### src/rtl/fifo_sync_fwft.sv
// rtl/fifo_sync_fwft.sv - synchronous first-word-fall-through FIFO with flags, flush and high watermark
module fifo_sync_fwft #(
  parameter int FIFO_DEPTH    = 16,
  parameter int DATA_WIDTH    = 32,
  parameter int AFULL_THRESH  = FIFO_DEPTH - 2,
  parameter int AEMPTY_THRESH = 1,
  localparam int CW           = $clog2(FIFO_DEPTH + 1)
) (
  input  logic                  clk_i,
  input  logic                  rst_i,
  input  logic                  flush_i,
  input  logic                  in_valid_i,
  input  logic [DATA_WIDTH-1:0] in_data_i,
  output logic                  in_ready_o,
  output logic                  out_valid_o,
  output logic [DATA_WIDTH-1:0] out_data_o,
  input  logic                  out_ready_i,
  output logic [CW-1:0]         count_o,
  output logic                  afull_o,
  output logic                  aempty_o,
  input  logic                  wm_clr_i,
  output logic [CW-1:0]         max_count_o
);

  // Pointers carry one extra wrap bit so full and empty are distinguishable.
  localparam int AW = $clog2(FIFO_DEPTH);
  localparam int PW = AW + 1;

  logic [DATA_WIDTH-1:0] mem [FIFO_DEPTH];

  logic [PW-1:0] wptr_q, rptr_q;
  logic [PW-1:0] wptr_next, rptr_next;
  logic [CW-1:0] count_q, count_next;
  logic [CW-1:0] max_q, max_next;
  logic          afull_q, aempty_q;

  logic full, empty, push, pop;

  // Handshake status comes only from registered pointers, so neither ready
  // nor valid has a combinational path from the opposite side's inputs.
  assign empty = (wptr_q == rptr_q);
  assign full  = (wptr_q[AW-1:0] == rptr_q[AW-1:0]) && (wptr_q[AW] != rptr_q[AW]);

  assign push = in_valid_i && !full;
  assign pop  = out_ready_i && !empty;

  assign in_ready_o  = !full;
  assign out_valid_o = !empty;
  assign out_data_o  = mem[rptr_q[AW-1:0]];

  assign count_o     = count_q;
  assign afull_o     = afull_q;
  assign aempty_o    = aempty_q;
  assign max_count_o = max_q;

  // Next pointer and occupancy values; flush discards any same-cycle traffic.
  always_comb begin
    wptr_next  = wptr_q;
    rptr_next  = rptr_q;
    count_next = count_q;
    if (flush_i) begin
      wptr_next  = '0;
      rptr_next  = '0;
      count_next = '0;
    end else begin
      if (push) wptr_next = wptr_q + PW'(1);
      if (pop)  rptr_next = rptr_q + PW'(1);
      if (push && !pop)      count_next = count_q + CW'(1);
      else if (pop && !push) count_next = count_q - CW'(1);
    end
  end

  // Watermark follows the count being registered; a clear restarts it there.
  always_comb begin
    max_next = max_q;
    if (wm_clr_i)                 max_next = count_next;
    else if (count_next > max_q)  max_next = count_next;
  end

  // Storage array is not reset; the head is only observed while valid.
  always_ff @(posedge clk_i) begin
    if (push && !flush_i && !rst_i) mem[wptr_q[AW-1:0]] <= in_data_i;
  end

  // Control state: pointers, count, registered flags and watermark.
  always_ff @(posedge clk_i) begin
    if (rst_i) begin
      wptr_q   <= '0;
      rptr_q   <= '0;
      count_q  <= '0;
      max_q    <= '0;
      afull_q  <= 1'b0;
      aempty_q <= 1'b1;
    end else begin
      wptr_q   <= wptr_next;
      rptr_q   <= rptr_next;
      count_q  <= count_next;
      max_q    <= max_next;
      afull_q  <= (count_next >= CW'(AFULL_THRESH));
      aempty_q <= (count_next <= CW'(AEMPTY_THRESH));
    end
  end

endmodule

### config.mk
export PLATFORM = sky130hd
export DESIGN_NAME = fifo_sync_fwft
export DESIGN_NICKNAME = d
export VERILOG_FILES = /design/src/rtl/fifo_sync_fwft.sv
export SDC_FILE = /design/constraint.sdc
export NUM_CORES = 1
export LEC_CHECK = 0
export CORE_UTILIZATION = 35
export DETAILED_ROUTE_END_ITERATION = 8
export PLACE_DENSITY = 0.48
export SYNTH_ARGS = -nofsm -noshare
export SYNTH_HDL_FRONTEND = slang
export SYNTH_SLANG_ARGS = --single-unit
### constraint.sdc
create_clock -name clk_i -period 5.9 [get_ports clk_i]
set_input_delay 1.18 -clock clk_i [delete_from_list [all_inputs] [get_ports clk_i]]
set_output_delay 1.18 -clock clk_i [all_outputs]
set_load 0.01 [all_outputs]
==> results.py <==
metrics = {
    "run_status": {
        "status": "complete, no violations",
    },
    "global_routing": {
        "grt_use_total_pct": 15.65,
        "grt_busiest_layer": "met2",
        "globalRouteMet1Util_pct": 21.48,
        "first_global_vias": 10060,
        "grt_antenna_before_repair": 1,
        "globalRouteMet3Util_pct": 2.652,
        "grt_overflow": 0,
        "met2_usage_pct": 25.41,
        "grt_pass1_wl_um": 68610,
        "largest_net_degree_at_the_start_of_global_routing": 112,
    },
    "sta": {
        "final_setup_fails": 0,
        "finalHoldViolCount": 0,
        "setup_ws_ns": 1.250,
        "fin_tns_setup_ns": 0,
        "final_min_period_over_clock_period_pct": 78.82,
        "final.setup_skew_ns": 0.01866,
        "max_freq_ghz": 0.2150,
        "number_of_pins_with_negative_max_slew_slack_in_the_final_report": 0,
        "worst-slew-pin-transition_ns": 1.229,
        "max_slew_margin_pct": 18.04,
        "setup_repair_after_global_routing_missed_its_margin": "false",
        "fin_crit_ns": 4.650,
    },
    "die": {
        "dieWidth_um": 245.9,
        "core_region_um2": 58910,
        "fp.dieH_um": 245.9,
        "initial_utilization_pct": 35.34,
        "rows": 89,
        "floorplan.io_pins": 84,
        "fp.dieArea_um2": 60450,
    },
    "yosys": {
        "ys_types": 47,
        "synth_enable_flop_cells": 512,
        "synth.yosys.warnings": 0,
        "ys_ff_latch": 538,
        "yosys_most_used_dff": "sky130_fd_sc_hd__edfxtp_1",
        "netlist.top_cell.by_area": "sky130_fd_sc_hd__edfxtp_1",
        "mappedNetlistNets": 956,
        "async_reset_ff_share_pct": 0,
        "mappedNetlistArea_um2": 20820,
        "synth.area.top_cells": "sky130_fd_sc_hd__edfxtp_1, sky130_fd_sc_hd__mux4_2, sky130_fd_sc_hd__dfxtp_1",
        "netlist.area_leader.share_pct": 73.86,
        "post_synth.cell_area_avg_um2": 22.98,
        "synth.yosys.seq_area_share_pct": 76.36,
        "synthCells": 906,
    },
    "pwr": {
        "total_power_mw": 7.921,
        "power.density_nw_per_um2": 324.9,
        "leakage_nw": 7.381,
        "vdd_ir_drop_max_mv": 0.2271,
    },
    "finish": {
        "area_growth_pct": 17.11,
        "layout-drive-gt1-share_pct": 26.95,
        "layout.core_utilization_pct": 41.38,
        "finalNetCount": 1068,
        "layout.cell_area.non_filler_um2": 24380,
        "antennaDiodeCount": 0,
    },
    "critical_path": {
        "critical_path_arrival_ns": 3.47,
        "critical_path.startpoint_type": "flip-flop",
        "timing.critical_path.fanout_max": 24,
        "worstSetupPathType": "reg2out",
        "critical_path_required_ns": 4.72,
        "worst_setup_path_end_kind": "primary output",
    },
    "detailed_routing": {
        "routed_wire_length_um": 45940,
        "via_per_inst": 5.113,
        "drt_pre_antenna_iters": 5,
        "postRouteAntennaNets": 0,
        "wire_per_inst_um": 25.00,
        "route.detailed.drc": 0,
        "detailroute.via_count": 9398,
        "detailedRoute.firstIterationViolations": 619,
    },
    "clock_tree": {
        "h_tree_level_count": 2,
        "post_cts_resize_count": 0,
        "clock_transition_at_the_register_clock_pins_on_the_worst_setup_and_hold_paths_after_cts_ns": 0.06,
        "clock_tree.buffer_depth": 3,
        "ctsHoldBuffers": 0,
        "post_cts_buffers": 0,
        "cts.root.buffer_cell": "sky130_fd_sc_hd__clkbuf_16",
        "clock_insertion_delay_worst_skew_ns": 0.61,
        "cts_buffers": 58,
        "cts_sinks": 538,
        "tritoncts": "built",
    },
    "placed_design": {
        "pre_cts_slack_ns": 1.347,
        "gpl.final_weighted_congestion": 0.7308,
        "place_hpwl_um": 24780,
        "place_area_um2": 22570,
        "numPortBuffers": 83,
    },
    "min_path": {
        "timing.hold.worst.class": "reg2reg",
    },
    "run": {
        "max_cap_viol_count": 0,
    },
}
[cells by family (layout without fill, tap and decap cells)]
family	Yosys count	count (layout)	synth area share [%]
simple gates	91	91	2.296
compound gates	24	24	0.8596
xor+xnor	17	17	0.7153
flops	538	538	76.36
buf+inv	53	212	1.154
mux	171	171	17.89
fa+ha+maj	12	12	0.7213
[through the flow]
| step | instances | hold WS [ns] |
|---|---|---|
| 2_1_floorplan | 906 | 0.4820 |
| 3_3_place_gp | 1731 | 0.4786 |
| 3_5_place_dp | 1731 | 0.4723 |
| 4_1_cts | 1838 | 0.4876 |
| 5_1_grt | 1838 | 0.5184 |
| 6_report | 1838 | 0.4821 |
[cell type report]
cell class / count / area (um2)
fill: 5140 / 34530
sequential: 538 / 15910
multi-input combinational: 315 / 4701
clock buffer: 68 / 1510
tap: 773 / 967.2
timing repair buffer: 95 / 958.4
clock inverter: 39 / 296.5
inverter: 10 / 37.54
[routing by layer]
layer  part of all wire (%)  routed length [um]
met3                    3.9                1775
met2                     49               22680
met4                    2.3                1079
met1                     44               20400
met5                  0.028                  13
[state kept, by name (all words and copies together) (netlist names), named ones only]
name	count
wptr_q	5
afull_o	1
count_o	5
aempty_o	1
mem	512
rptr_q	5
max_count_o	5
[power by group]
part           internal [mW]  switching [mW]  leakage (nW)  total [mW]
logic                  0.108           0.132          1.68       0.241
clock network           2.00            1.48         0.884        3.48
registers               4.19          0.0101          4.82        4.20
total                   6.30            1.63          7.38        7.92
[cells in the mapped netlist (all sizes together) (3+ instances only)]
cell type	instances
a21o	3
a21oi	8
and2	20
buf	19
clkbuf	24
dfxtp	26
edfxtp	512
ha	12
inv	10
mux2	3
mux2i	8
mux4	160
nand2	20
nand3	4
nand4	8
nor2	21
nor2b	4
xnor2	9
xor2	8
[placed cells by master, fill, tap and decap left out, types with 4 or more instances in the layout]
cell and count:
sky130_fd_sc_hd__nand2_1 20, sky130_fd_sc_hd__xnor2_1 9, sky130_fd_sc_hd__clkbuf_1 9, sky130_fd_sc_hd__nor2b_1 4, sky130_fd_sc_hd__nor2_1 21, sky130_fd_sc_hd__dfxtp_1 22, sky130_fd_sc_hd__ha_1 12, sky130_fd_sc_hd__bufinv_16 4
sky130_fd_sc_hd__inv_1 10, sky130_fd_sc_hd__clkinvlp_4 4, sky130_fd_sc_hd__nand3_1 4, sky130_fd_sc_hd__clkbuf_16 59, sky130_fd_sc_hd__mux2i_1 8, sky130_fd_sc_hd__clkdlybuf4s50_1 83, sky130_fd_sc_hd__and2_2 17, sky130_fd_sc_hd__a21oi_1 8
sky130_fd_sc_hd__clkinv_2 14, sky130_fd_sc_hd__buf_4 9, sky130_fd_sc_hd__edfxtp_1 512, sky130_fd_sc_hd__mux4_2 160, sky130_fd_sc_hd__xor2_1 8, sky130_fd_sc_hd__nand4_1 8, sky130_fd_sc_hd__clkinv_1 15
[worst paths after layout]
kind / start / to / slack (ns) / cells after the start
worst max-delay path: flip-flop / out_data_o[19] / 1.25 / 4
worst max register to register: count_o[0]$_SDFF_PP0_ / max_count_o[4]$_SDFFE_PP0P_ / 2.39 / 12
worst min-delay path: max_count_o[2]$_SDFFE_PP0P_ / max_count_o[2]$_SDFFE_PP0P_ / 0.48 / 2
worst min register to register: max_count_o[2]$_SDFFE_PP0P_ / max_count_o[2]$_SDFFE_PP0P_ / 0.48 / 2
[worst max-delay path, cell delays in order, from the launching register on]
cell and delay, ns:
sky130_fd_sc_hd__dfxtp_4 0.69, sky130_fd_sc_hd__buf_4 0.53, sky130_fd_sc_hd__mux4_2 0.58, sky130_fd_sc_hd__mux4_2 0.53, sky130_fd_sc_hd__clkdlybuf4s50_1 0.51
(Power assumes the default switching activity.)
